**config.mk**
```make
export PLATFORM = sky130hd
export DESIGN_NAME = seg_display_arbiter
export DESIGN_NICKNAME = d
export VERILOG_FILES = /design/src/rtl/seg_display_arbiter.sv
export SDC_FILE = /design/constraint.sdc
export NUM_CORES = 1
export LEC_CHECK = 0
export ABC_AREA = 0
export BUFFER_PORTS_ARGS = -buffer_cell sky130_fd_sc_hd__buf_2
export CORE_MARGIN = 2
export CORE_UTILIZATION = 57
export DETAILED_ROUTE_END_ITERATION = 10
export PLACE_DENSITY = 0.95
export SYNTH_ARGS = -nofsm -noshare
export SYNTH_HDL_FRONTEND = slang
export SYNTH_SLANG_ARGS = --single-unit
```
**constraint.sdc**
```tcl
create_clock -name clk -period 4.45 [get_ports clk]
set_input_delay 0.6675 -clock clk [delete_from_list [all_inputs] [get_ports clk]]
set_output_delay 0.6675 -clock clk [all_outputs]
set_load 0.05 [all_outputs]
```
**src/rtl/seg_display_arbiter.sv**
```systemverilog
// rtl/seg_display_arbiter.sv - three-source priority arbiter feeding a seven-segment display
// Owner holds the display for HOLD_CYCLES unless a strictly higher-priority source preempts.
module seg_display_arbiter #(
  parameter int HOLD_CYCLES = 10000000,
  parameter int PAGE_CYCLES = 50000000
) (
  input  logic        clk,
  input  logic        reset,
  input  logic [2:0]  req,
  input  logic [31:0] data0,
  input  logic [31:0] data1,
  input  logic [31:0] data2,
  input  logic        page_auto,
  input  logic        usr_btn,
  output logic [2:0]  ack,
  output logic [31:0] disp_number,
  output logic        disp_sel,
  output logic        disp_btn,
  output logic [1:0]  owner,
  output logic        busy
);

  localparam int HW = $clog2(HOLD_CYCLES + 1);
  localparam int PW = $clog2(PAGE_CYCLES + 1);
  localparam logic [HW-1:0] HOLD_MAX = HW'(HOLD_CYCLES - 1);
  localparam logic [PW-1:0] PAGE_MAX = PW'(PAGE_CYCLES - 1);

  typedef enum logic [1:0] {IDLE, LOAD, SHOW} state_t;

  state_t        state;
  logic [1:0]    winner;
  logic [HW-1:0] hold_cnt;
  logic [PW-1:0] page_cnt;
  logic          usr_q;
  logic [1:0]    top_idx;

  always_comb begin
    top_idx = 2'd0;
    if (req[2])      top_idx = 2'd2;
    else if (req[1]) top_idx = 2'd1;
  end

  function automatic logic [2:0] onehot(input logic [1:0] idx);
    onehot = 3'b001 << idx;
  endfunction

  always_ff @(posedge clk or negedge reset) begin
    if (!reset) begin
      state       <= IDLE;
      winner      <= 2'd0;
      ack         <= 3'b000;
      disp_number <= 32'h0;
      disp_sel    <= 1'b0;
      disp_btn    <= 1'b0;
      owner       <= 2'd3;
      busy        <= 1'b0;
      hold_cnt    <= '0;
      page_cnt    <= '0;
      usr_q       <= 1'b0;
    end else begin
      ack      <= 3'b000;
      disp_sel <= 1'b0;
      usr_q    <= usr_btn;
      case (state)
        IDLE: begin
          if (|req) begin
            winner <= top_idx;
            ack    <= onehot(top_idx);
            state  <= LOAD;
          end
        end
        LOAD: begin
          case (winner)
            2'd2:    disp_number <= data2;
            2'd1:    disp_number <= data1;
            default: disp_number <= data0;
          endcase
          owner    <= winner;
          disp_sel <= 1'b1;
          disp_btn <= 1'b0;
          page_cnt <= '0;
          hold_cnt <= '0;
          busy     <= 1'b1;
          state    <= SHOW;
        end
        SHOW: begin
          if (busy) begin
            if (hold_cnt == HOLD_MAX) busy <= 1'b0;
            else                      hold_cnt <= hold_cnt + HW'(1);
          end
          // A pending load suppresses any page or manual half change this cycle.
          if ((|req) && (!busy || (top_idx > owner))) begin
            winner <= top_idx;
            ack    <= onehot(top_idx);
            state  <= LOAD;
          end else if (page_auto) begin
            if (page_cnt == PAGE_MAX) begin
              page_cnt <= '0;
              if (|disp_number[31:16]) begin
                disp_btn <= ~disp_btn;
                disp_sel <= 1'b1;
              end else begin
                disp_btn <= 1'b0;
                disp_sel <= disp_btn;
              end
            end else begin
              page_cnt <= page_cnt + PW'(1);
            end
          end else if (usr_q != disp_btn) begin
            disp_btn <= usr_q;
            disp_sel <= 1'b1;
          end
        end
        default: state <= IDLE;
      endcase
    end
  end

endmodule

```
==> results by group, run 1 <==
Floorplanning
  • FP Rows: 36
  • Starting Density: 57.97%
  • Die Width: 103.0 um
  • Die Height: 103.0 um
  • Die area: roughly 11000 sq um
  • I/O pin count: 143
  • Core Region: 9639 sq um

Clocking
  • CTS tree: yes
  • Clock latency on the worst-skew pair: 0.37 ns
  • Clock tree root driver cell: clkbuf_8
  • CTS max path bufs: 2
  • Worst-path clk slew: approximately 0.09 ns
  • Post-CTS setup buffers: 0
  • Post-cts resize count: 0
  • H-tree levels: 3
  • Clock sink count: 95
  • Hold buffers post-CTS: 0
  • CTS buffer count: 9

Timing
  • Final setup fails: 0
  • Fin. Hold Viols: 0
  • Final Skew: 0.01231 ns
  • Clock period minus worst slack: 2.837 ns
  • Final Cycle Share: 63.75%
  • Slew headroom: around 16%
  • Actual slew at the worst max-slew pin: ~1.3 ns
  • TNS Setup: 0 ns
  • Unrepaired setup endpoints after global routing: no
  • Hold WS: 0.3985 ns
  • Fmax: 352.5 MHz
  • Slew Limit Fails: 0

Global routing
  • Vias in the first global route: 5449
  • Overall routing resource usage: 30.59%
  • Initial antenna violation count: 0
  • Largest net degree at the start of global routing: 70
  • Global-route wire length before repair: 25.67 mm
  • Gr ovfl total: 0

Synth
  • Synth warn: 0
  • Synth Flop Type: dfrtp_1
  • Share of the synthesized area in the top cell type: 41.65%
  • Fraction of registers with async set/reset: 100.0%
  • Post-synthesis cell area: 5588 sq um
  • EDFF count, synth: 0
  • Synth cell count leaders: 93 x dfrtp_1, 85 x nand2_1, 49 x o21ai_0
  • Mean Syn Cell Area: 9.130 sq um
  • Top post-synthesis cells by area: dfrtp_1 42%, mux2_2 6.9%, nand2_1 5.7%, a22oi_1 4.6%, o21ai_0 4.4%
  • Cell count after synthesis: 612
  • Library cells used by synthesis: 66
  • Sequential-to-total area share from yosys stat: between 40% and 50%
  • Cell taking the most area after synthesis: dfrtp_1
  • Most frequent cell after synthesis: dfrtp_1
  • Post-Syn Nets: 724
  • Yosys reg bits: 95

Power
  • Design internal power: ~2.1 mW
  • Switching Fraction: 50.11%
  • Combinational power share: 55.2%
  • VDD IR-drop max: 0.4613 mV
  • Leakage power total: between 2 and 3 nW
  • Pwr Density: 640.8 nW/um^2
  • Design Power: 4.196 mW
  • Seq pwr share: 29.9%
  • Switching power: around 2.1 mW
  • Clock network power share: between 10 and 15%

Final layout
  • Final nets: about 840
  • ANT cells: 0
  • Share of cells above drive strength 1: 29.51%
  • Fillers: 708
  • Area Growth Syn to Fin: 17.17%

Routing
  • WL/cell: between 15 and 20 um
  • Number of DRC markers in iteration 0: about 560
  • # DRC: 0
  • ANT nets after route: 0
  • Routed WL: 15.60 mm
  • Vias per cell: 6.570
  • DR vias: 5683
  • Pre-antenna DRT Iters: 6

Placed design
  • # port buffers: 142
  • Post-detail-place hpwl: approximately 11 mm
  • GP Congestion: 0.9345

Setup path
  • Worst reg-to-reg path cell count: 7
  • Max stage delay on crit path: 0.58 ns
  • Slowest cell on crit path: or4_1
  • Setup crit end kind: flop
  • Setup CP Type: flop to flop
  • Worst Path Max Fanout: 12
  • Critical Path AT: 3.13 ns
  • Crit path launch type: flop
  • R2r setup slk: 1.61 ns
  • Worst path required time: 4.74 ns
  • Cells along the critical path: inv_1 -> ha_1 -> nor2b_1 -> o311ai_1 -> o21ai_0 -> or4_1 -> a21oi_1

Run
  • Max-cap violations: 0

Status
  • Outcome: completed

Hold path
  • Hold crit path type: input pin to async pin
## final cells by class
cell class	count	area (sq um)	area share [%]
well taps	133	166.4	2.542
flip-flops and latches	95	2380	36.35
repair buffers	148	758.2	11.58
inverters	18	67.56	1.032
clock inverters	3	68.82	1.051
multi-input cells	457	2965	45.29
clock buffers	11	141.4	2.159
## cells by family (layout without fill, tap and decap cells)
| family | count (synthesis) | count (layout) | share of synthesized area [%] |
|---|---|---|---|
| buf+inv | 60 | 180 | 4.411 |
| xor+xnor | 1 | 1 | 0.1568 |
| compound gates | 180 | 180 | 21.83 |
| flops | 95 | 95 | 42.59 |
| simple gates | 227 | 227 | 21.07 |
| mux | 40 | 40 | 7.927 |
| fa+ha+maj | 9 | 9 | 2.015 |
## flip-flops by register name (all words and copies together) (netlist names)
name	count
disp_number	32
page_cnt	26
hold_cnt	24
ack	3
owner	2
state	2
winner	2
busy	1
disp_btn	1
disp_sel	1
usr_q	1
## cells in the final DEF (no fill, tap or decap), types with 3 or more instances in the layout
master and n:
o211a_1 5, nor2b_1 3, a31oi_1 20, buf_4 7, mux2_2 34, or3_1 7
o21ai_0 49, nand4_1 20, dfrtp_1 93, mux2i_1 6, a21oi_2 3, or4_1 14
nand2b_1 3, nor4_1 13, buf_2 141, nor3_1 12, nand3_1 30, o21a_1 4
nand2_1 85, and3_1 3, nor2_1 15, a211o_1 5, clkbuf_8 10, a22oi_1 34
o211ai_1 10, o31ai_1 6, or2_2 3, ha_1 9, inv_1 17, a21oi_1 13
o311ai_0 9
## routing by layer
layer / track usage (%) / wire length [um] / vias to the layer above
met5: 0 / 0 / -
met4: 13.97 / 506 / 0
met3: 6.847 / 1231 / 52
met2: 51.00 / 7820 / 360
met1: 37.97 / 6037 / 2714
li1: - / - / 2557
## metrics by stage
stage | utilization (%) | setup slack (ns) | instances | area (sq um)
after floorplan | - | 1.925 | 612 | 5588
after global placement | 65.75 | 1.566 | 851 | 6337
after detailed placement | 65.75 | 1.393 | 851 | 6337
after CTS | 67.93 | 1.672 | 865 | 6548
after global routing | 67.93 | 1.391 | 865 | 6548
final | 67.93 | 1.613 | 865 | 6548
## power groups by stage
| stage | Combinational (mW) | Clock, mW | Sequential (mW) |
|---|---|---|---|
| final | 2.32 | 0.625 | 1.25 |
| after global routing | 2.50 | 0.661 | 1.27 |
| after CTS | 2.29 | 0.629 | 1.25 |
| after detailed placement | 2.28 | 0 | 1.26 |
| after global placement | 2.18 | 0 | 1.25 |
| after floorplan | 1.20 | 0 | 1.78 |
## critical path: cells and delay by family, from the launching register on
family                   cells  cell delay, ns
AO/OA/AOI/OAI                3            1.14
adder cells (fa/ha/maj)      1            0.31
buffers and inverters        1            0.05
flip-flops                   1            0.53
AND/OR/NAND/NOR              2            0.74
## final timing paths
kind,endpoint,start
min,disp_number[16],reset
min reg2reg,disp_number[9],disp_number[9]
max,page_cnt[21],owner[1]
max reg2reg,page_cnt[21],owner[1]
min in group clk,usr_q,usr_btn
max in group asynchronous,disp_number[8],reset
Note: power is estimated with default switching activity, not from simulation.
==> run 2, diff against run 1 <==
Settings changed: ABC_AREA 0 to 1, CORE_UTILIZATION 57 to 55, PLACE_DENSITY 0.95 to 0.93.
Clock period 4.45 ns to 2.92 ns, I/O delays scaled along.
==> results by group, run 2 <==
Setup path
  • Setup CP Type: flop to flop
  • Cells along the critical path: inv_1 -> ha_1 -> buf_4 -> clkinv_1 -> a21oi_1 -> a21oi_1
  • Worst Path Max Fanout: 46 (+34)
  • Slowest cell on crit path: clkinv_1
  • Critical Path AT: 2.64 ns (-0.49 ns)
  • FF-to-FF Start: state[1]
  • Critical R2R Capture: disp_number[29]
  • CP Buf/Inv Count: 3 (+2)
  • Worst path required time: 3.19 ns (-1.55 ns)
  • CP most frequent cell: a21oi_1
  • Max stage delay on crit path: 0.69 ns (+0.11 ns)
  • R2r setup slk: 0.55 ns (-1.06 ns)
  • Worst reg-to-reg path cell count: 6 (-1)
  • Setup crit end kind: flop
  • Crit path max-delay family: buffers and inverters
  • Crit path launch type: flop

Floorplanning
  • I/O pin count: 143 (unchanged)
  • Core Region: 10700 sq um (+11%)
  • Die area: 11710 sq um (+10%)
  • FP Rows: 38 (+5.6%)
  • Die Height: 108.2 um (+5.1%)
  • Die Width: 108.2 um (+5.1%)
  • Starting Density: 55.84% (-2.1 points)

Synth
  • Yosys reg bits: 95 (unchanged)
  • Library cells used by synthesis: 37 (-44%)
  • Sequential-to-total area share from yosys stat: 39.84% (-2.7 points)
  • Most frequent cell after synthesis: nand2_1
  • Post-Syn Nets: 965 (+33%)
  • Synth warn: 0 (unchanged)
  • EDFF count, synth: 0 (unchanged)
  • Mean Syn Cell Area: 7.003 sq um (-23%)
  • Share of the synthesized area in the top cell type: 38.96% (-2.7 points)
  • Cell taking the most area after synthesis: dfrtp_1
  • Top post-synthesis cells by area: dfrtp_1 39%, nand2_1 15%, nor2_1 8.0%, inv_1 5.5%, a22o_1 4.7%
  • Post-synthesis cell area: 5973 sq um (+6.9%)
  • Synth cell count leaders: 236 x nand2_1, 128 x nor2_1, 93 x dfrtp_1, 87 x inv_1, 54 x a21oi_1
  • Cell count after synthesis: 853 (+39%)
  • Fraction of registers with async set/reset: 100.0% (unchanged)
  • Synth Flop Type: dfrtp_1

Clocking
  • Hold buffers post-CTS: 0 (unchanged)
  • Post-cts resize count: 0 (unchanged)
  • CTS buffer count: 9 (unchanged)
  • Worst-path clk slew: 0.10 ns (about the same)
  • CTS tree: yes
  • Clock tree root driver cell: clkbuf_8
  • Clock latency on the worst-skew pair: 0.38 ns (about the same)
  • Clock sink count: 95 (unchanged)
  • Post-CTS setup buffers: 0 (unchanged)
  • H-tree levels: 3 (unchanged)
  • CTS max path bufs: 2 (unchanged)

Timing
  • Final Skew: 0.008925 ns (-0.003383 ns)
  • TNS Setup: 0 ns (unchanged)
  • Slew Limit Fails: 0 (unchanged)
  • Clock period minus worst slack: 2.369 ns (-0.4676 ns)
  • Slew headroom: 48.20% (+32 points)
  • Fin. Hold Viols: 0 (unchanged)
  • Setup ws final: 0.5505 ns (-1.062 ns)
  • Final Cycle Share: 81.15% (+17 points)
  • Unrepaired setup endpoints after global routing: no
  • Actual slew at the worst max-slew pin: 0.7770 ns (-0.4875 ns)
  • Final setup fails: 0 (unchanged)
  • Fmax: 422.0 MHz (+20%)

Routing
  • ANT nets after route: 0 (unchanged)
  • Max layer used: met4
  • # DRC: 0 (unchanged)
  • Met2 WL post-DR: 7.734 mm (-1.1%)
  • Number of DRC markers in iteration 0: 471 (-16%)
  • Vias per cell: 5.451 (-17%)
  • Met3 wire length: 1.167 mm (-5.2%)
  • DR vias: 6170 (+8.6%)
  • WL/cell: 14.06 um (-22%)
  • Pre-antenna DRT Iters: 6 (unchanged)
  • Met1 WL: 6.656 mm (+10%)
  • Routed WL: 15.92 mm (+2.1%)

Final layout
  • Biggest regs: disp_number: 32 flops, page_cnt: 26 flops, hold_cnt: 24 flops
  • Max FFs per register: 32 (unchanged)
  • Core Util, Final: 65.43% (-2.5 points)
  • Design area: 6999 sq um (+6.9%)
  • Largest register by flop count: disp_number
  • Share of cells above drive strength 1: 20.18% (-9.3 points)
  • Final nets: 1098 (+31%)
  • FF/Latch Area: 2380 sq um (unchanged)
  • Most frequent cells in the layout: 236 x nand2_1, 141 x buf_2, 128 x nor2_1
  • Commonest non-fill, non-tap cell in the layout: nand2_1
  • Fillers: 900 (+27%)
  • Area of the multi-input gates: 3099 sq um (+4.5%)
  • Area Growth Syn to Fin: 17.18% (about the same)

Global routing
  • Largest net degree at the start of global routing: 53 (-24%)
  • Global-route wire length before repair: 26.22 mm (+2.2%)
  • Vias in the first global route: 5712 (+4.8%)
  • Gr ovfl total: 0 (unchanged)
  • Overall routing resource usage: 28.10% (-2.5 points)
  • Initial antenna violation count: 1 (+1)

Placed design
  • # port buffers: 142 (unchanged)
  • Pre-CTS setup slack: 0.5690 ns (-0.8240 ns)
  • GP Congestion: 1.035 (+11%)
  • Post-detail-place hpwl: 11.82 mm (+6.8%)
  • DP Area: 6808 sq um (+7.4%)

Power
  • Design Power: 6.366 mW (+52%)
  • VDD IR-drop max: 0.9015 mV (+95%)
  • Leakage power total: 3.371 nW (+16%)
  • Pwr Density: 909.6 nW/um^2 (+42%)

Hold path
  • Hold crit path type: input pin to async pin

Status
  • Outcome: completed

Run
  • Max-cap violations: 0 (unchanged)
## run 2: cell types whose count changed after synthesis, moves of 20 or more
cell and change:
a22oi_1 -34, a31oi_1 -20, nand2_1 +151, mux2_2 -34, inv_1 +70, nor2_1 +113
a21oi_1 +40, a22o_1 +31, o21ai_0 -21, nand3_1 +23
## run 2: area by class of cell
type                       count  share of cell area (%)
inverter                      90                   4.827
antenna                        1                 0.03575
clock buffer                  10                   1.966
clock inverter                 6                  0.7329
sequential                    95                   34.00
timing repair buffer         154                   11.66
tap                          140                   2.503
multi-input combinational    636                   44.28
## run 2: how the worst max path moves through the flow
stage	startpoint	end	slack, ns	cells after the start
CTS	state[1]	disp_number[29]	0.57	6
detailed placement	req[2]	page_cnt[4]	0.57	13
global placement	req[2]	page_cnt[17]	0.63	14
floorplan	owner[1]	page_cnt[14]	0.87	13
finish	state[1]	disp_number[29]	0.55	6
global route	state[1]	disp_number[28]	0.34	6
## run 2: cell families after synthesis
kind of cell / after synthesis / synth area share, %
AOI/OAI and AO/OA: 153 / 15.58
buffers and inverters: 122 / 8.274
adders and majority gates: 9 / 1.885
and+or+nand+nor: 463 / 32.80
DFF: 95 / 39.84
xor gates and xnor gates: 11 / 1.613
## run 2: per-layer routing
| layer | up-vias | global-route usage [%] |
|---|---|---|
| met2 | 256 | 46.05 |
| met3 | 32 | 5.847 |
| met5 | - | 0 |
| li1 | 3034 | - |
| met1 | 2848 | 36.70 |
| met4 | 0 | 10.81 |
## run 2: power breakdown
| group | internal (mW) | total [mW] | switching [mW] |
|---|---|---|---|
| Combinational | 0.963 | 3.67 | 2.70 |
| Sequential | 1.65 | 1.84 | 0.198 |
| Clock | 0.345 | 0.857 | 0.512 |
| Total | 2.95 | 6.37 | 3.41 |
## run 2: metrics by stage
| stage | cells | hold slack (ns) |
|---|---|---|
| global route | 1132 | 0.06581 |
| detailed placement | 1115 | 0.4779 |
| CTS | 1131 | 0.06436 |
| global placement | 1115 | 0.4725 |
| finish | 1132 | 0.03765 |
| floorplan | 853 | 0.1424 |
## run 2: worst reg2reg max path: cells and delay by family, from the launching register on
family,cells,cell delay [ns]
adders and majority gates,1,0.16
buffers and inverters,3,1.19
DFF,1,0.41
AOI/OAI and AO/OA,2,0.51
